===== src/rtl/io_bus_arbiter_if.sv =====
// rtl/io_bus_arbiter_if.sv - request/response bus bundle shared by masters and the slave
// The master modport is the side that issues addr/wdata/read/write and receives rdata/ack.
interface io_bus_arbiter_if;
  logic [31:0] addr;
  logic [31:0] wdata;
  logic        read;
  logic        write;
  logic [31:0] rdata;
  logic        ack;

  modport master (
    output addr,
    output wdata,
    output read,
    output write,
    input  rdata,
    input  ack
  );

  modport slave (
    input  addr,
    input  wdata,
    input  read,
    input  write,
    output rdata,
    output ack
  );
endinterface


===== src/rtl/io_bus_arbiter.sv =====
// rtl/io_bus_arbiter.sv - two-master round-robin IO bus arbiter with per-transaction watchdog
// The grant is held until the slave acks, the owner aborts, or the watchdog forces an error ack.
module io_bus_arbiter #(
  parameter int          TIMEOUT  = 64,
  parameter logic [31:0] ERR_DATA = 32'hDEADBEEF
) (
  input  logic                clk,
  input  logic                rst,
  io_bus_arbiter_if.slave     m0,
  io_bus_arbiter_if.slave     m1,
  io_bus_arbiter_if.master    s,
  input  logic                err_clr,
  output logic                bus_err,
  output logic [31:0]         err_addr
);

  localparam int CW = $clog2(TIMEOUT + 1);

  typedef enum logic {
    IDLE = 1'b0,
    BUSY = 1'b1
  } state_t;

  state_t        state, state_nx;
  logic          owner, owner_nx;
  logic          last, last_nx;
  logic [CW-1:0] tcnt, tcnt_nx;
  logic          bus_err_q, bus_err_nx;
  logic [31:0]   err_addr_q, err_addr_nx;

  logic          req0, req1, grant;
  logic [31:0]   own_addr, own_wdata;
  logic          own_read, own_write, own_req;
  logic          active, timeout_hit, done_ack;
  logic [31:0]   ack_data;

  always_comb begin
    req0      = m0.read | m0.write;
    req1      = m1.read | m1.write;
    // Tie goes to whoever was not served last; a lone requester always wins.
    grant     = (req0 && req1) ? ~last : req1;
    own_addr  = owner ? m1.addr  : m0.addr;
    own_wdata = owner ? m1.wdata : m0.wdata;
    own_read  = owner ? m1.read  : m0.read;
    own_write = owner ? m1.write : m0.write;
    own_req   = own_read | own_write;
    active      = (state == BUSY) && own_req && !rst;
    timeout_hit = active && !s.ack && (tcnt == CW'(TIMEOUT - 1));
    done_ack    = active && (s.ack || timeout_hit);
    ack_data    = s.ack ? s.rdata : ERR_DATA;
  end

  always_comb begin
    state_nx    = state;
    owner_nx    = owner;
    last_nx     = last;
    tcnt_nx     = tcnt;
    bus_err_nx  = bus_err_q;
    err_addr_nx = err_addr_q;
    case (state)
      IDLE: begin
        if (req0 || req1) begin
          state_nx = BUSY;
          owner_nx = grant;
          last_nx  = grant;
          tcnt_nx  = '0;
        end
      end
      BUSY: begin
        if (!own_req || done_ack) begin
          state_nx = IDLE;
          tcnt_nx  = '0;
        end else begin
          tcnt_nx = tcnt + 1'b1;
        end
      end
      default: state_nx = IDLE;
    endcase
    // A timeout in the same cycle as err_clr must leave the flag set.
    if (timeout_hit) begin
      bus_err_nx  = 1'b1;
      err_addr_nx = own_addr;
    end else if (err_clr) begin
      bus_err_nx = 1'b0;
    end
  end

  always_ff @(posedge clk) begin
    if (rst) begin
      state      <= IDLE;
      owner      <= 1'b0;
      last       <= 1'b1;
      tcnt       <= '0;
      bus_err_q  <= 1'b0;
      err_addr_q <= '0;
    end else begin
      state      <= state_nx;
      owner      <= owner_nx;
      last       <= last_nx;
      tcnt       <= tcnt_nx;
      bus_err_q  <= bus_err_nx;
      err_addr_q <= err_addr_nx;
    end
  end

  always_comb begin
    s.addr   = '0;
    s.wdata  = '0;
    s.read   = 1'b0;
    s.write  = 1'b0;
    m0.ack   = 1'b0;
    m0.rdata = '0;
    m1.ack   = 1'b0;
    m1.rdata = '0;
    if (active) begin
      s.addr  = own_addr;
      s.wdata = own_wdata;
      // Read+write together is a write; strobes drop in the watchdog cycle.
      s.write = own_write && !timeout_hit;
      s.read  = own_read && !own_write && !timeout_hit;
    end
    if (done_ack) begin
      if (owner) begin
        m1.ack   = 1'b1;
        m1.rdata = ack_data;
      end else begin
        m0.ack   = 1'b1;
        m0.rdata = ack_data;
      end
    end
  end

  assign bus_err  = bus_err_q && !rst;
  assign err_addr = rst ? 32'h0 : err_addr_q;

endmodule


===== src/flat_wrapper.sv =====
// flat-port wrapper written by rule: the top's interface ports become plain ports
module io_bus_arbiter_flat 
#(
  parameter int          TIMEOUT  = 64,
  parameter logic [31:0] ERR_DATA = 32'hDEADBEEF
)
  (clk, rst, err_clr, bus_err, err_addr, m0_addr, m0_wdata, m0_read, m0_write, m0_rdata, m0_ack, m1_addr, m1_wdata, m1_read, m1_write, m1_rdata, m1_ack, s_addr, s_wdata, s_read, s_write, s_rdata, s_ack);
  io_bus_arbiter_if m0_i ();
  io_bus_arbiter_if m1_i ();
  io_bus_arbiter_if s_i ();
  input  logic clk;
  input  logic rst;
  input  logic err_clr;
  output logic bus_err;
  output logic [31:0] err_addr;
  input wire logic [$bits(m0_i.addr)-1:0] m0_addr;
  input wire logic [$bits(m0_i.wdata)-1:0] m0_wdata;
  input wire logic [$bits(m0_i.read)-1:0] m0_read;
  input wire logic [$bits(m0_i.write)-1:0] m0_write;
  output wire logic [$bits(m0_i.rdata)-1:0] m0_rdata;
  output wire logic [$bits(m0_i.ack)-1:0] m0_ack;
  input wire logic [$bits(m1_i.addr)-1:0] m1_addr;
  input wire logic [$bits(m1_i.wdata)-1:0] m1_wdata;
  input wire logic [$bits(m1_i.read)-1:0] m1_read;
  input wire logic [$bits(m1_i.write)-1:0] m1_write;
  output wire logic [$bits(m1_i.rdata)-1:0] m1_rdata;
  output wire logic [$bits(m1_i.ack)-1:0] m1_ack;
  output wire logic [$bits(s_i.addr)-1:0] s_addr;
  output wire logic [$bits(s_i.wdata)-1:0] s_wdata;
  output wire logic [$bits(s_i.read)-1:0] s_read;
  output wire logic [$bits(s_i.write)-1:0] s_write;
  input wire logic [$bits(s_i.rdata)-1:0] s_rdata;
  input wire logic [$bits(s_i.ack)-1:0] s_ack;
  assign m0_i.addr = m0_addr;
  assign m0_i.wdata = m0_wdata;
  assign m0_i.read = m0_read;
  assign m0_i.write = m0_write;
  assign m0_rdata = m0_i.rdata;
  assign m0_ack = m0_i.ack;
  assign m1_i.addr = m1_addr;
  assign m1_i.wdata = m1_wdata;
  assign m1_i.read = m1_read;
  assign m1_i.write = m1_write;
  assign m1_rdata = m1_i.rdata;
  assign m1_ack = m1_i.ack;
  assign s_addr = s_i.addr;
  assign s_wdata = s_i.wdata;
  assign s_read = s_i.read;
  assign s_write = s_i.write;
  assign s_i.rdata = s_rdata;
  assign s_i.ack = s_ack;
  io_bus_arbiter #(.TIMEOUT(TIMEOUT), .ERR_DATA(ERR_DATA)) u_core (.clk(clk), .rst(rst), .m0(m0_i), .m1(m1_i), .s(s_i), .err_clr(err_clr), .bus_err(bus_err), .err_addr(err_addr));
endmodule

===== config.mk =====
export PLATFORM = sky130hd
export DESIGN_NAME = io_bus_arbiter_flat
export DESIGN_NICKNAME = d
export VERILOG_FILES = /design/src/rtl/io_bus_arbiter_if.sv /design/src/rtl/io_bus_arbiter.sv /design/src/flat_wrapper.sv
export SDC_FILE = /design/constraint.sdc
export NUM_CORES = 1
export LEC_CHECK = 0
export ABC_AREA = 1
export CORE_AREA = 2 2 129 131
export CTS_CLUSTER_SIZE = 16
export DETAILED_ROUTE_END_ITERATION = 8
export DIE_AREA = 0 0 131 133
export GPL_ROUTABILITY_DRIVEN = 0
export PLACE_DENSITY_LB_ADDON = 0.1
export SLEW_MARGIN = 40
export SYNTH_ARGS = -nofsm -noshare
export SYNTH_HDL_FRONTEND = slang
export SYNTH_SLANG_ARGS = --single-unit

===== constraint.sdc =====
create_clock -name clk -period 5.99 [get_ports clk]
set_clock_uncertainty 0.1 [all_clocks]
set_input_delay 1.797 -clock clk [delete_from_list [all_inputs] [get_ports clk]]
set_output_delay 1.797 -clock clk [all_outputs]
set_load 0.01 [all_outputs]

==> results.json <==
{
  "yosys.area.top_type": "sky130_fd_sc_hd__dfxtp_1",
  "r2r_worst_path_depth": 8,
  "worstSetupStartpointType": "input port",
  "cp_max_fo": 33,
  "antenna_left": 0,
  "ys_top_cells_by_area": "sky130_fd_sc_hd__dfxtp_1, sky130_fd_sc_hd__nand2_1, sky130_fd_sc_hd__nor2_1",
  "placeableCoreArea_mm2": 0.0162,
  "grt_pass1_vias": 4648,
  "cp-startpoint": "m0_write",
  "hold_vio_cnt_final": 0,
  "num_rows": 47,
  "timing.reg2reg.setup_slack_ns": 3.50,
  "timing.hold.worst_path_depth": 2,
  "worst_path_max_delay_cell": "sky130_fd_sc_hd__clkdlybuf4s50_1",
  "worstReg2RegStart": "u_core.owner",
  "grt-ovfl-total": 0,
  "avgViaCountPerCell": 4.19,
  "num-fill-cells": 1711,
  "cap_viol_max_count": 0,
  "clk-insertion-delay-late_ns": 0.28,
  "layout_common_cells": "sky130_fd_sc_hd__clkdlybuf4s50_1, sky130_fd_sc_hd__nand2_1, sky130_fd_sc_hd__nor2_1, sky130_fd_sc_hd__inv_1, sky130_fd_sc_hd__o21ai_0",
  "crit_path_max_incr_delay_ns": 0.58,
  "die_h_um": 133,
  "cts_tree": "done",
  "clock_tree.buffer_depth": 2,
  "h_tree_levels": 2,
  "syn_area_per_cell_um2": 5.73,
  "clock_sinks": 43,
  "dp_worst_setup_slack_ns": -0.0527,
  "cp_data_required_time_ns": 4.09,
  "p_leak_nw": 3.23,
  "cts-buffers-inserted": 5,
  "route.final.wire_length_um": 16800,
  "timing.final.crit_period_ns": 5.83,
  "timing_worst_slew_pin_value_ns": 0.601,
  "antenna_found_initial": 1,
  "relSlewSlack": 0.599,
  "postLayoutCoreUtil": 0.444,
  "vdd.ir_drop.worst_v": 0.0000986,
  "yosys_warnings": 0,
  "worstHoldEndpoint": "u_core.last",
  "global_route_wire_length_before_repair_um": 24900,
  "powerDensity_mw_per_mm2": 123,
  "period_share": 0.973,
  "grt_use_total": 0.184,
  "cts.clk_slew.worst_paths_ns": 0.06,
  "floorplan.die.width_um": 131,
  "crit_path_category": "input port to output pin",
  "outcome": "complete, no violations",
  "drt_first_pass_iters": 4,
  "dr_total_vias": 4833,
  "register_area_um2": 862,
  "grt_max_degree": 65,
  "synth.lib_cells_used.distinct": 29,
  "final.setup.worst_slack_ns": 0.164,
  "syn_inst": 623,
  "endpoint_kind": "output pin",
  "synth.yosys.seq_area_share": 0.241,
  "layout.nets": 1100,
  "layout_commonest_cell": "sky130_fd_sc_hd__clkdlybuf4s50_1",
  "achievable-frequency_mhz": 172,
  "hpwlAfterDp_um": 13300,
  "io_pins": 333,
  "post_route_cells_drive_above_1_share": 0.0998,
  "critical_path_arrival_ns": 3.93,
  "total_power_w": 0.000885,
  "wl_per_cell_um": 14.5,
  "multi_input_comb_area_mm2": 0.00217,
  "drt_drc_violations_left": 0,
  "mappedNetlistNets": 792,
  "drv_slew": 0,
  "synth_top_cell_area_share": 0.241,
  "postCtsHoldBufs": 0,
  "timing.critical_path.cells": "clkdlybuf4s50_1 -> inv_1 -> nand2_1 -> nand2_1 -> nand2_2 -> nand3_2 -> nor2_4 -> buf_4 -> nand2_8 -> nor2_1 -> clkdlybuf4s50_1",
  "critical_path.reg2reg.endpoint": "u_core.err_addr_q[16]",
  "hold_path_class": "register to register",
  "design.die.area_mm2": 0.0174,
  "numPortBuffers": 332,
  "start_util": 0.221,
  "clock-root-buffer": "sky130_fd_sc_hd__clkbuf_16",
  "area_delta_synth_final_pct": 101,
  "holdCritStartpoint": "u_core.last",
  "unrepaired_setup_endpoints_after_global_routing": "no",
  "syn_area_mm2": 0.00357,
  "detailedRoute.firstIterationViolations": 152,
  "finalSetupViolCount": 0,
  "ys_seq_elements": 43
}
## Yosys cell counts
| library cell | instances |
|---|---|
| sky130_fd_sc_hd__nand2_1 | 149 |
| sky130_fd_sc_hd__nor2_1 | 129 |
| sky130_fd_sc_hd__inv_1 | 76 |
| sky130_fd_sc_hd__dfxtp_1 | 43 |
| sky130_fd_sc_hd__o21ai_0 | 43 |
| sky130_fd_sc_hd__a21oi_1 | 40 |
| sky130_fd_sc_hd__nand2_2 | 22 |
| sky130_fd_sc_hd__o21ai_2 | 20 |
| sky130_fd_sc_hd__or2_2 | 20 |
| sky130_fd_sc_hd__buf_2 | 19 |
| sky130_fd_sc_hd__buf_6 | 11 |
| sky130_fd_sc_hd__clkbuf_1 | 9 |
| sky130_fd_sc_hd__o21ai_1 | 6 |
| sky130_fd_sc_hd__or2_0 | 6 |
| sky130_fd_sc_hd__or2_1 | 6 |
| sky130_fd_sc_hd__nand3_1 | 4 |
| sky130_fd_sc_hd__buf_1 | 3 |
| sky130_fd_sc_hd__inv_2 | 3 |
| sky130_fd_sc_hd__nand2_4 | 2 |
| sky130_fd_sc_hd__nor2_2 | 2 |
| sky130_fd_sc_hd__nor3_1 | 2 |
| sky130_fd_sc_hd__a21oi_2 | 1 |
| sky130_fd_sc_hd__ha_1 | 1 |
| sky130_fd_sc_hd__nand3_2 | 1 |
| sky130_fd_sc_hd__nand4_1 | 1 |
| sky130_fd_sc_hd__nand4_2 | 1 |
| sky130_fd_sc_hd__nor2_4 | 1 |
| sky130_fd_sc_hd__o32ai_1 | 1 |
| sky130_fd_sc_hd__xor2_1 | 1 |
## critical path: cells and delay by family
kind | cells | cell delay (ns)
and+or+nand+nor | 7 | 0.85
buffers and inverters | 4 | 1.27
## per-stage QoR
| step | hold slack, ns | instance area, um^2 | instances | TNS (ns) |
|---|---|---|---|---|
| finish | 0.369 | 7180 | 1153 | 0 |
| CTS | 0.374 | 7140 | 1151 | 0 |
| detailed placement | 0.360 | 7000 | 1143 | -0.0527 |
| global route | 0.391 | 7180 | 1153 | 0 |
| floorplan | 0.323 | 3570 | 623 | 0 |
| global placement | 0.367 | 7000 | 1143 | -0.0268 |
## where the power goes
part	internal, W	total [W]	switching, W
clock network	0.000154	0.000263	0.000109
registers	0.000289	0.000296	0.00000673
logic	0.000183	0.000326	0.000144
## routing by layer
layer | global-route usage | routed length, um
met4 | 0.0709 | 455
met3 | 0.0594 | 1470
met1 | 0.207 | 6620
met5 | 0 | 0
met2 | 0.318 | 8220
## worst max-delay path by stage
stage / end
after floorplan: m0_rdata[22]
after global placement: s_write
after detailed placement: s_write
after CTS: s_read
after global routing: m1_rdata[25]
final: m0_rdata[24]
## cells by family after synthesis
group           count (synthesis)  synth area share
compound gates                111             0.179
xor+xnor                        1           0.00246
fa+ha+maj                       1           0.00351
buf+inv                       121             0.157
flops                          43             0.241
simple gates                  346             0.417
## registers in the layout, summed over array words and instances (netlist names)
| signal | cells |
|---|---|
| u_core.tcnt | 7 |
| u_core.last | 1 |
| u_core.err_addr_q | 32 |
| u_core.state | 1 |
| u_core.bus_err_q | 1 |
| u_core.owner | 1 |
## what timing repair did
| item | 4_1_cts | 5_1_grt |
|---|---|---|
| buffers inserted | 0 | 1 |
| cloned | 0 | 0 |
| gates resized for setup | 1 | 7 |
| setup endpoints to repair | 1 | 62 |
## final cells by class
type,count,share of cell area
inverters,79,0.0413
repair buffers,343,0.479
clock inverters,1,0.000697
multi-input cells,459,0.302
diodes,1,0.000349
well taps,220,0.0384
flip-flops and latches,43,0.120
clock buffers,7,0.0185
(Power assumes the default switching activity.)
